**src/rtl/rsp_byte_fifo.sv**
```systemverilog
// Response byte FIFO between fcr_ctrl (req/ack byte handshake) and rs232_ser
// (first-word-fall-through read port). Registered flags, one accept per two cycles.
module rsp_byte_fifo #(
  parameter int P_WIDTH      = 8,
  parameter int P_DEPTH_LOG2 = 4
) (
  input  logic                  clk,
  input  logic                  rst,
  input  logic                  byte_req,
  input  logic [P_WIDTH-1:0]    byte_data,
  output logic                  byte_ack,
  input  logic                  tx_fifo_rd_en,
  output logic [P_WIDTH-1:0]    tx_fifo_data,
  output logic                  tx_fifo_empty,
  output logic                  fifo_full,
  output logic [P_DEPTH_LOG2:0] fifo_level
);

  localparam int DEPTH = 1 << P_DEPTH_LOG2;
  localparam logic [P_DEPTH_LOG2:0] FULL_COUNT = (P_DEPTH_LOG2 + 1)'(DEPTH);

  logic [P_WIDTH-1:0]      mem [DEPTH];
  logic [P_DEPTH_LOG2-1:0] wr_ptr_q;
  logic [P_DEPTH_LOG2-1:0] rd_ptr_q;
  logic [P_DEPTH_LOG2:0]   count_q;
  logic [P_DEPTH_LOG2:0]   count_next;
  logic                    ack_q;
  logic                    empty_q;
  logic                    full_q;
  logic                    accept;
  logic                    wr_en;
  logic                    rd_en;

  // The ack register doubles as the write strobe: data is captured on the ack cycle,
  // and blocking acceptance while it is high spaces acks at least one cycle apart.
  assign accept = byte_req & ~full_q & ~ack_q;
  assign wr_en  = ack_q;
  assign rd_en  = tx_fifo_rd_en & ~empty_q;

  // NOTE: every variable assigned in always_comb gets a default first, so no latch is inferred.
  always_comb begin
    count_next = count_q;
    if (wr_en && !rd_en) begin
      count_next = count_q + 1'b1;
    end else if (!wr_en && rd_en) begin
      count_next = count_q - 1'b1;
    end
  end

  // NOTE: sequential state uses non-blocking assignments so all registers update together.
  always_ff @(posedge clk or posedge rst) begin
    if (rst) begin
      wr_ptr_q <= '0;
      rd_ptr_q <= '0;
      count_q  <= '0;
      ack_q    <= 1'b0;
      empty_q  <= 1'b1;
      full_q   <= 1'b0;
    end else begin
      ack_q   <= accept;
      count_q <= count_next;
      empty_q <= (count_next == '0);
      full_q  <= (count_next == FULL_COUNT);
      if (wr_en) begin
        wr_ptr_q <= wr_ptr_q + 1'b1;
      end
      if (rd_en) begin
        rd_ptr_q <= rd_ptr_q + 1'b1;
      end
    end
  end

  // NOTE: storage has no reset; stale contents are unreachable because the count gates reads.
  always_ff @(posedge clk) begin
    if (wr_en) begin
      mem[wr_ptr_q] <= byte_data;
    end
  end

  assign byte_ack      = ack_q;
  assign tx_fifo_data  = mem[rd_ptr_q];
  assign tx_fifo_empty = empty_q;
  assign fifo_full     = full_q;
  assign fifo_level    = count_q;

endmodule

```
**config.mk**
```make
export PLATFORM = sky130hd
export DESIGN_NAME = rsp_byte_fifo
export DESIGN_NICKNAME = d
export VERILOG_FILES = /design/src/rtl/rsp_byte_fifo.sv
export SDC_FILE = /design/constraint.sdc
export NUM_CORES = 1
export LEC_CHECK = 0
export CAP_MARGIN = 10
export CORE_UTILIZATION = 55
export CTS_CLUSTER_DIAMETER = 30
export DETAILED_ROUTE_END_ITERATION = 10
export PLACE_DENSITY_LB_ADDON = 0.05
export RECOVER_POWER = 25
export SLEW_MARGIN = 15
export SYNTH_ARGS = -nofsm -noshare
export SYNTH_HDL_FRONTEND = slang
export SYNTH_SLANG_ARGS = --single-unit
```
**constraint.sdc**
```tcl
create_clock -name clk -period 2.5 [get_ports clk]
set_input_delay 0.625 -clock clk [delete_from_list [all_inputs] [get_ports clk]]
set_output_delay 0.625 -clock clk [all_outputs]
set_load 0.005 [all_outputs]
```
==> results.md, run 1 <==
Floorplan:
- The die height is 105 um.
- The initial utilization of the core area, before any placement, comes to 0.569.
- Pin placement for this block handled 28 I/O pins.
- In this run the horizontal extent of the chip is 105 um.
- The core area is 0.0103 mm2.
- After floorplanning, the core was divided into 37 placement rows.
- The floorplan step defined a die boundary enclosing 0.0111 mm2.

Global route:
- Entering global routing, the biggest net connects 21 pins.
- The number of global-route vias before repair is 3,120.
- The number of antenna violations at the first check in global routing is 0.
- The global-route total usage across every layer is 0.229.
- The total congestion overflow after global routing is 0.
- The first global-routing pass estimated 17.7 mm of wire.

Route:
- The number of vias in the routed layout is 2,854.
- After detailed routing, the number of remaining DRC violations is 0.
- In this run, the number of DRC markers left after iteration 0 of detailed routing was 270.
- The average wire length per cell after detail routing is 22.4 um.
- Using the TritonRoute via totals, the vias-per-cell ratio works out to 5.71.
- The length of the first detailed-routing pass in iterations is 4.
- For this block, the routed nets add up to 11.2 mm of wire.
- In this run the remaining antenna-violating nets after routing total 0.

Cells and area:
- The post-layout net count is 370.
- The filler-free cell count of the finished design is 500.
- The share of final-layout standard cells stronger than drive strength 1 is 0.313.
- From synthesis to final layout, the design area changed by 20.8%.
- The antenna cell count is 0.
- For this run, the share of the core covered by cells in the final layout is 0.687.

Clocking:
- The insertion delay of the later-clocked pin in the worst-skew pair is 520 ps.
- TritonCTS built the clock tree.
- The number of buffers created by CTS is 17.
- The clock drives 144 sinks.
- The H-tree was split into 4 levels.
- The hold-fix buffer count after cts is 0.
- Clock-pin slew was measured on the worst setup and hold paths at 60 ps.
- The clock passes through at most 2 buffers.
- CTS placed an instance of clkbuf_8 at the clock tree root.

Synth:
- The fraction of the yosys area taken by sequential cells is 0.723.
- The largest area contributor in the synthesized netlist is edfxtp_1.
- Of the post-synthesis cell area, the dominant cell type holds 0.654.
- In the synthesized netlist the async set-or-reset flop fraction comes to 0.111.
- The synthesis warning total is 0.
- The post-synthesis instance area is 0.00587 mm2.
- The commonest cells after synthesis are 128 x edfxtp_1, 26 x mux4_2, 17 x and2_1.
- The number of register bits inferred by synthesis is 144.
- The number of distinct library cell variants in the gate-level netlist after synthesis is 36.
- After synthesis, the cell types taking the most area are edfxtp_1 65%, mux4_2 10%, dfrtp_1 6.4%.
- The cell with the most instances after synthesis is edfxtp_1.
- The post-synth net total is 319.
- The number of enable-type register cells in the synthesized netlist is 128.
- A synthesized cell averages 19.6 um2.
- Among all flip-flop cells after synthesis, the most frequent one is edfxtp_1.
- Synthesis produced 300 cells.

Placed design:
- The global placement routability congestion is 0.730.
- Timing analysis after detailed placement gives a worst setup slack of -235 ps.
- The number of cells after detailed placement is 460.
- Summed over all nets, the half-perimeter wirelength after detailed placement is 7.00 mm.
- During placement, the flow inserted port buffers numbering 27.

STA:
- The tightest hold margin is 445 ps.
- The final critical-path required period is 2840 ps.
- The clock arrives with 5.39 ps of skew.
- The final setup slack of the worst path is -341 ps.
- The actual slew at the worst max-slew pin is 640 ps.
- The number of failing hold endpoints at the final stage is 0.
- Setup repair after global routing could not meet its margin everywhere.
- The final cycle utilization of the critical path is 1.14.
- Setup violations remaining at the end of the flow were counted as 8.
- The number of pins exceeding their max-slew limit in the final report is 0.
- The headroom to the max-slew limit is 0.573.
- For this run, the top clock speed supported by timing is 352 MHz.

Power and ir drop:
- The power after layout is 8.40 mW.
- The worst-case IR drop observed on VDD is 0.762 mV.
- The leakage power is 2.44 nW.
- Dividing total power by cell area gives a power density of 1180 mW/mm2.

Worst setup path:
- The worst setup path is captured at an output pin.
- The type of the worst setup path is flip-flop to output pin.
- The highest net fanout along the worst path is 7.
- The kind of start point of the critical path is a flip-flop.
- For the worst setup path, the data arrival time is 2220 ps.
- STA puts the critical path data required time at 1880 ps.

Status:
- The run finished, with violations left.
- The checks that failed: negative setup slack.

Flow run:
- The number of max-cap violations is 0.

Worst hold path:
- The path class of the tightest hold or removal check is flip-flop to flip-flop.
-- flip-flops by register name, summed over array words and instances (netlist names) --
signal         flops
mem              128
fifo_level         5
rd_ptr_q           4
wr_ptr_q           4
byte_ack           1
fifo_full          1
tx_fifo_empty      1
-- worst max-delay path, cell delays in order (launching register included) --
cell and delay, ps:
dfrtp_2 410, buf_12 150, buf_12 140, buf_6 90
mux4_2 490, mux2i_2 190, a21oi_1 80, buf_2 130
-- final cells by class --
class | instances | area (um2)
clock inverter | 15 | 170
sequential | 144 | 4250
inverter | 5 | 18.8
timing repair buffer | 47 | 492
tap | 136 | 170
fill | 679 | 3230
clock buffer | 17 | 414
multi-input combinational | 136 | 1590
-- cells by family after synthesis --
family	synth area share
compound gates	0.0254
fa+ha+maj	0.0149
buf+inv	0.0213
flops	0.723
xor+xnor	0.0164
mux	0.145
simple gates	0.0545
-- path summary, 6_finish.rpt --
path	from	end	slack [ps]	cells after the start
setup / recovery	rd_ptr_q[0]	tx_fifo_data[3]	-340	7
hold / removal	fifo_full	byte_ack	450	1
setup reg to reg	byte_ack	mem[3][6]	490	2
hold reg to reg	fifo_full	byte_ack	450	1
max in group asynchronous	rst	rd_ptr_q[0]	1430	2
min in group asynchronous	rst	wr_ptr_q[1]	620	2
-- per-layer routing --
layer / share of wire / global-route usage / up-vias / wire, um
li1: - / - / 1298 / -
met1: 0.43 / 0.310 / 1458 / 4850
met2: 0.50 / 0.362 / 83 / 5660
met3: 0.045 / 0.0526 / 15 / 499
met4: 0.017 / 0.0976 / 0 / 195
met5: 0 / 0 / - / 0
-- layout by cell type (no fill, tap or decap), drive strengths merged, types with 2 or more instances in the layout --
cell type	synthesis	layout
clkbuf	2	18
clkdlybuf4s50	0	17
a211oi	8	8
mux2i	8	8
nand3	2	2
ha	7	7
and2	17	17
clkinvlp	0	2
dfrtp	15	15
a21oi	8	8
mux4	33	33
nand2	9	9
buf	13	27
nand4	2	2
xor2	3	3
inv	5	5
nor3	2	2
o21ai	2	2
bufinv	0	3
nand2b	2	2
clkinv	0	10
dlygate4sd3	0	2
nor3b	3	3
nor2b	9	9
edfxtp	128	128
xnor2	8	8
nor2	6	6
-- per-stage QoR --
stage | TNS, ps | area (um2)
2_1_floorplan | 0 | 5870
3_3_place_gp | -1070 | 6350
3_5_place_dp | -1200 | 6350
4_1_cts | -2720 | 7110
5_1_grt | -3280 | 7100
6_report | -2460 | 7100
-- what timing repair did --
item / 4_1_cts / 5_1_grt
resized for setup: 71 / 2
endpoints found under the hold margin: 0 / 0
setup buffers: 6 / 1
setup endpoints to repair: 9 / 8
pin swaps: 10 / 5
gates cloned: 2 / 1
-- power by group --
| part | internal (mW) | total [mW] | switching, mW |
|---|---|---|---|
| Clock | 1.51 | 2.45 | 0.943 |
| Combinational | 1.54 | 2.81 | 1.27 |
| Sequential | 2.91 | 3.14 | 0.233 |
(Power assumes the default switching activity.)
==> run 2: changes to the inputs <==
- CORE_ASPECT_RATIO: default -> 1.5
==> run 2 against run 1 <==
Effect of this change: register-to-register slack improved by 70 ps; routed wire length increased by 0.62%; sequential share of layout area decreased by 0.19 points; worst hold slack improved by 6.0 ps; the flow still finishes with violations (negative setup slack); cell count increased by 3.2%; critical path depth unchanged; maximum frequency increased by 0.61%; core utilization increased by 0.73 points; clock-buffer cell count increased by 11; combinational power about the same; flip-flop and latch count unchanged.
==> results.md, run 2 (same netlist as run 1, synthesis figures left out) <==
Status:
- The run finished, with violations left.
- The checks that failed: negative setup slack.

Clocking:
- The insertion delay of the later-clocked pin in the worst-skew pair is 410 ps (-110 ps).
- The deepest clock path buffer count is 2 (unchanged).
- The number of sinks driven by the clock tree was 144 (unchanged).
- The hold-fix buffer count after cts came to 0 (unchanged).
- The CTS H-tree depth is 4 (unchanged).
- The clock-pin slew reported for the worst setup and hold paths after clock tree synthesis is 50 ps (about the same).
- TritonCTS built the clock tree.
- The root buffer cell is clkbuf_16.
- The number of buffers created by CTS is 17 (unchanged).

Worst setup path:
- The most frequent cell on the critical path is buf_6.
- The critical path required time came to 1880 ps (about the same).
- The highest net fanout along the worst path was 7 (unchanged).
- The category of the worst setup path capture point is an output pin.
- The arrival time reported for the critical path endpoint was 2200 ps (-20 ps).
- Traced cell by cell, the critical path runs through buf_6, buf_6, mux4_2, nor2b_4, a211oi_2, a21oi_1, buf_2.
- The type of the worst setup path is flip-flop to output pin.
- The library cell contributing the largest single delay on the critical path is mux4_2.
- The longest individual stage delay on the worst path is 500 ps (about the same).
- The kind of start point of the critical path is a flip-flop.

Power and ir drop:
- The leakage power is 2.47 nW (+1.3%).
- The cell area power density is 1170 mW/mm2 (-1.2%).
- The worst supply voltage drop on vdd is 0.751 mV (-1.5%).
- The power after layout came to 8.32 mW (-0.93%).

STA:
- The setup violation total in the final timing report is 8 (unchanged).
- The final setup slack of the worst path is -324 ps (+17.1 ps).
- The number of failing hold endpoints at the final stage came to 0 (unchanged).
- The tightest hold margin is 451 ps (+5.98 ps).
- The headroom to the max-slew limit is 0.596 (+0.0227).
- The final setup skew is 7.65 ps (+2.25 ps).
- The top achievable clock speed is 354 MHz (+0.61%).
- The final cycle utilization of the critical path came to 1.13 (-0.00685).
- The actual slew at the worst max-slew pin was 606 ps (-34.0 ps).
- The number of pins exceeding their max-slew limit in the final report was 0 (unchanged).
- Setup repair after global routing could not meet its margin everywhere.
- The final critical-path required period is 2820 ps (-17.1 ps).

Route:
- The total wire length came to 11.3 mm (+0.62%).
- The number of antenna-violating nets in the routed design is 0 (unchanged).
- The number of design rule violations left after detail routing is 0 (unchanged).
- The number of vias in the routed layout is 2,926 (+2.5%).
- The length of the first detailed-routing pass in iterations is 4 (unchanged).
- The count of routing violations after the opening detailed-route iteration was 209 (-23%).
- The via density per instance came to 5.67 (-0.66%).
- The average wire length per cell after detail routing is 21.9 um (-2.5%).

Cells and area:
- The post-synthesis to final-layout area growth is 21.2%.
- In the layout the commonest cells are 128 x edfxtp_1, 31 x mux4_2, 20 x clkbuf_16.
- The antenna cell count came to 0 (unchanged).
- The flip-flop count of the largest register, all copies and words added is 128 (unchanged).
- Leaving out fill and tap cells, the most frequent cell in the layout is edfxtp_1.
- The post-layout net count is 381 (+3.0%).
- The final design utilization is 0.695 (+0.00732).
- The share of final-layout standard cells stronger than drive strength 1 was 0.299 (-0.0145).
- The register bank with the most flops is mem.

Floorplan:
- The I/O pin count is 28 (unchanged).
- The die area is 0.0111 mm2 (about the same).
- The die height is 129 um (+22%).
- The core area is 0.0102 mm2 (-0.74%).
- The number of standard-cell rows in the floorplan is 45 (+22%).
- The die boundary width is 86.4 um (-18%).
- The initial core utilization is 0.573 (+0.00424).

Flow run:
- The number of max-cap violations is 0 (unchanged).

Placed design:
- The total of buffers placed on input and output ports is 27 (unchanged).
- The detailed placer's ending HPWL is 7.12 mm (+1.7%).
- The post-placement setup slack came to -260 ps (-24.6 ps).
- The global placement routability congestion is 0.738 (+1.1%).

Global route:
- The number of global-route vias before repair is 3,092 (-0.90%).
- The largest net degree at the start of global routing came to 21 (unchanged).
- The first-pass GRT wire length was 17.3 mm (-2.2%).
- The total congestion overflow after global routing is 0 (unchanged).
- The number of antenna violations at the first check in global routing came to 0 (unchanged).
- The global-route total usage across every layer was 0.226 (-0.00330).

Worst hold path:
- The class of the most critical hold timing path is flip-flop to flip-flop.
==> run 2: worst paths after layout <==
path	start	to	slack, ps	depth (start not counted)
min in group asynchronous	rst	wr_ptr_q[2]	720	2
hold / removal	fifo_full	byte_ack	450	1
max in group asynchronous	rst	rd_ptr_q[0]	1350	2
setup reg to reg	byte_ack	fifo_full	560	6
setup / recovery	rd_ptr_q[0]	tx_fifo_data[3]	-320	7
hold reg to reg	fifo_full	byte_ack	450	1
==> run 2: routing by layer <==
metal / track usage / part of all wire / vias up
met4: 0.0922 / 0.018 / 0
met3: 0.0494 / 0.037 / 14
met2: 0.384 / 0.54 / 71
met1: 0.282 / 0.41 / 1526
li1: - / - / 1315
met5: 0 / 0 / -
==> run 2: report_power, final <==
part / internal, mW / leakage [nW] / switching (mW)
Clock: 1.49 / 0.284 / 0.882
Sequential: 2.91 / 1.34 / 0.233
Combinational: 1.56 / 0.844 / 1.25
Total: 5.96 / 2.47 / 2.36
==> run 2: critical path, delay by kind of cell, from the launching register on <==
family          cells  cell delay [ps]
buf+inv             3              340
compound gates      2              300
simple gates        1              150
flops               1              490
mux                 1              500
==> run 2: cell type report <==
cell class              instances  area [um2]
clock inverters                 4        20.0
fillers                       678        3130
well taps                     141         176
multi-input cells             136        1560
inverters                       5        18.8
repair buffers                 58         546
clock buffers                  28         551
flip-flops and latches        144        4250
==> run 2: metrics by stage <==
step	instance area [um2]	setup TNS (ps)	cells
3_3_place_gp	6420	-1500	474
3_5_place_dp	6420	-1760	474
5_1_grt	7120	-2870	516
6_report	7120	-2250	516
2_1_floorplan	5870	0	300
4_1_cts	7120	-2260	515
==> run 2: timing repair <==
item / 4_1_cts / 5_1_grt
pin swaps: 14 / 2
gates resized for setup: 65 / 3
setup buffers: 11 / 1
gates cloned: 0 / 0
endpoints found under the setup margin: 8 / 8
==> run 3: changes to the inputs <==
- CAP_MARGIN: 10 -> default
- PLACE_DENSITY: default -> 0.78
- PLACE_DENSITY_LB_ADDON: 0.05 -> default
==> run 3 against run 2 <==
Effect of this change: the run still ends with negative setup slack left; clock skew fell by 3.5 ps; final area rose by 1.3%; power rose by 5.2%; first-iteration DRC count rose by 21%; sequential power barely moved; die area did not move; worst setup slack got worse by 19 ps; worst hold slack got worse by 5.5 ps.
==> results.md, run 3 (same netlist as run 1, synthesis figures left out) <==
Status:
- The flow ran to the end, but the final reports show violations.
- The final reports fail on negative setup slack.

Global route:
- The number of global-route vias before repair is 3,181 (+2.9%).
- The total congestion overflow after global routing is 0 (unchanged).
- The global-route total usage across every layer came to 0.251 (+0.0250).
- The number of antenna violations at the first check in global routing is 0 (unchanged).
- The first-pass GRT wire length came to 18.9 mm (+9.0%).
- The largest net degree at the start of global routing is 21 (unchanged).

STA:
- The final setup skew is 4.16 ps (-3.48 ps).
- Setup repair after global routing could not meet its margin everywhere.
- The final critical-path required period is 2840 ps (+18.6 ps).
- The setup violation total in the final timing report is 8 (unchanged).
- The final cycle utilization of the critical path is 1.14 (+0.00744).
- The tightest hold margin is 446 ps (-5.55 ps).
- The number of failing hold endpoints at the final stage is 0 (unchanged).
- The headroom to the max-slew limit is 0.569 (-0.0268).
- The final setup slack of the worst path is -343 ps (-18.6 ps).
- The top achievable clock speed was 352 MHz (-0.65%).
- The actual slew at the worst max-slew pin was 646 ps (+40.2 ps).
- The number of pins exceeding their max-slew limit in the final report is 0 (unchanged).

Cells and area:
- The filler-free cell count of the finished design is 516 (unchanged).
- The area of the multi-input gates came to 0.00158 mm2 (+1.1%).
- The commonest non-fill, non-tap cell in the layout is edfxtp_1.
- The library cells used most frequently in the layout, excluding fill and tap cells, are 128 x edfxtp_1, 31 x mux4_2, 17 x and2_1, 17 x clkbuf_16.
- The flip-flop and latch area is 0.00425 mm2 (unchanged).
- The number of filler instances in the final layout is 660 (-2.7%).
- The post-synthesis to final-layout area growth is 22.8%.
- The post-layout net count is 381 (unchanged).
- The flip-flop count of the largest register, all copies and words added is 128 (unchanged).
- The antenna cell count is 0 (unchanged).
- The share of final-layout standard cells stronger than drive strength 1 is 0.320 (+0.0213).
- The design area is 0.00721 mm2 (+1.3%).
- mem holds more flip-flops than any other register.

Route:
- The number of vias in the routed layout is 3,062 (+4.6%).
- The via density per instance came to 5.93 (+4.6%).
- The length of the first detailed-routing pass in iterations is 5 (+1).
- The average wire length per cell after detail routing is 24.1 um (+10%).
- The total wire length is 12.4 mm (+10%).
- The number of design rule violations left after detail routing is 0 (unchanged).
- The count of routing violations after the opening detailed-route iteration was 252 (+21%).
- The number of antenna-violating nets in the routed design is 0 (unchanged).

Worst setup path:
- The slack of the worst reg-to-reg path is 570 ps (about the same).
- The critical path required time came to 1880 ps (about the same).
- The type of the worst setup path is flip-flop to output pin.
- The kind of start point of the critical path is a flip-flop.
- The buffering stage count on the worst path with inverters included is 3 (unchanged).
- The slowest stage of the critical path is the mux4_2 cell.
- The cell family contributing the most delay on the critical path is multiplexers.
- Traced cell by cell, the critical path runs through buf_4, buf_6, mux4_2, nor2b_4, a211oi_4, a21oi_2, buf_2.
- The arrival time reported for the critical path endpoint is 2220 ps (+20 ps).
- The longest individual stage delay on the worst path was 520 ps (+20 ps).
- The worst setup path is captured at an output pin.
- The highest net fanout along the worst path came to 5 (-2).

Placed design:
- The global placement routability congestion is 0.778 (+5.4%).
- The detailed placer's ending HPWL is 7.08 mm (-0.55%).
- The instance area at placement is 0.00638 mm2 (-0.58%).
- The number of cells after detailed placement was 469 (-1.1%).
- The post-placement setup slack is -158 ps (+102 ps).
- The total of buffers placed on input and output ports is 27 (unchanged).

Clocking:
- The deepest clock path buffer count is 2 (unchanged).
- The insertion delay of the later-clocked pin in the worst-skew pair is 410 ps (about the same).
- The number of sinks driven by the clock tree is 144 (unchanged).
- The root buffer cell is clkbuf_16.
- The CTS H-tree depth was 4 (unchanged).
- The CTS tree is yes.
- The clock-pin slew reported for the worst setup and hold paths after clock tree synthesis came to 60 ps (about the same).
- The number of buffers created by CTS is 17 (unchanged).

Floorplan:
- The core area is 0.0102 mm2 (unchanged).
- The die height is 129 um (unchanged).
- The number of standard-cell rows in the floorplan is 45 (unchanged).
- The initial core utilization is 0.573 (unchanged).
- The I/O pin count is 28 (unchanged).
- The die area came to 0.0111 mm2 (unchanged).
- The die boundary width came to 86.4 um (unchanged).

Flow run:
- The number of max-cap violations is 0 (unchanged).

Power and ir drop:
- The worst supply voltage drop on vdd is 0.783 mV (+4.3%).
- The leakage power is 2.50 nW (+1.3%).
- The cell area power density came to 1210 mW/mm2 (+3.9%).

Worst hold path:
- The min-delay analysis places its worst path in the category flip-flop to flip-flop.
run 3: changes by cell type in the layout (fill, tap and decap cells not counted), sizes merged:
cell	before	now
buf	37	38
bufinv	0	4
clkbuf	30	18
clkinv	4	8
clkinvlp	0	2
inv	5	6
run 3: cell type report:
| cell class | instances | share of cell area |
|---|---|---|
| Clock buffer | 17 | 0.0590 |
| Clock inverter | 15 | 0.0267 |
| Inverter | 5 | 0.00260 |
| Multi-Input combinational cell | 136 | 0.219 |
| Tap cell | 141 | 0.0245 |
| Sequential cell | 144 | 0.589 |
| Timing Repair Buffer | 58 | 0.0793 |
run 3: path summary, 6_finish.rpt:
path	endpoint	cells after the start	startpoint
max in group asynchronous	rd_ptr_q[0]	2	rst
setup / recovery	tx_fifo_data[0]	7	rd_ptr_q[0]
setup reg to reg	fifo_full	5	byte_ack
hold reg to reg	byte_ack	1	fifo_full
min in group asynchronous	fifo_full	2	rst
hold / removal	byte_ack	1	fifo_full
run 3: through the flow:
| stage | util | setup TNS (ps) | total power, mW |
|---|---|---|---|
| after floorplan | - | 0 | 4.71 |
| after global placement | 0.623 | -882 | 5.60 |
| after detailed placement | 0.623 | -1040 | 5.69 |
| after CTS | 0.705 | -2120 | 8.73 |
| after global routing | 0.704 | -2900 | 9.10 |
| final | 0.704 | -2300 | 8.76 |
run 3: timing repair:
item                       CTS  global route
hold buffers                 0             0
setup endpoints to repair    8             8
gates cloned                 2             0
pin swaps                   16             6
gates resized for setup     65            11
setup buffers               13             3
run 3: metal layers:
| layer | GRT usage | routed length (um) | vias to the layer above |
|---|---|---|---|
| met5 | 0 | 0 | - |
| li1 | - | - | 1319 |
| met1 | 0.288 | 4490 | 1601 |
| met2 | 0.454 | 7150 | 126 |
| met4 | 0.0882 | 201 | 0 |
| met3 | 0.0629 | 601 | 16 |
run 3: power by group:
group	leakage, nW	total, mW	internal, mW	switching [mW]
Clock	0.298	2.60	1.66	0.934
Combinational	0.862	3.03	1.63	1.40
Sequential	1.34	3.13	2.91	0.224
run 3: worst register-to-register path: cells and delay by family (launching register included):
kind                   cells  cell delay, ps
AND/OR/NAND/NOR            2             390
buffers and inverters      1             410
AO/OA/AOI/OAI              1             260
flip-flops                 1             530
XOR/XNOR                   1             240
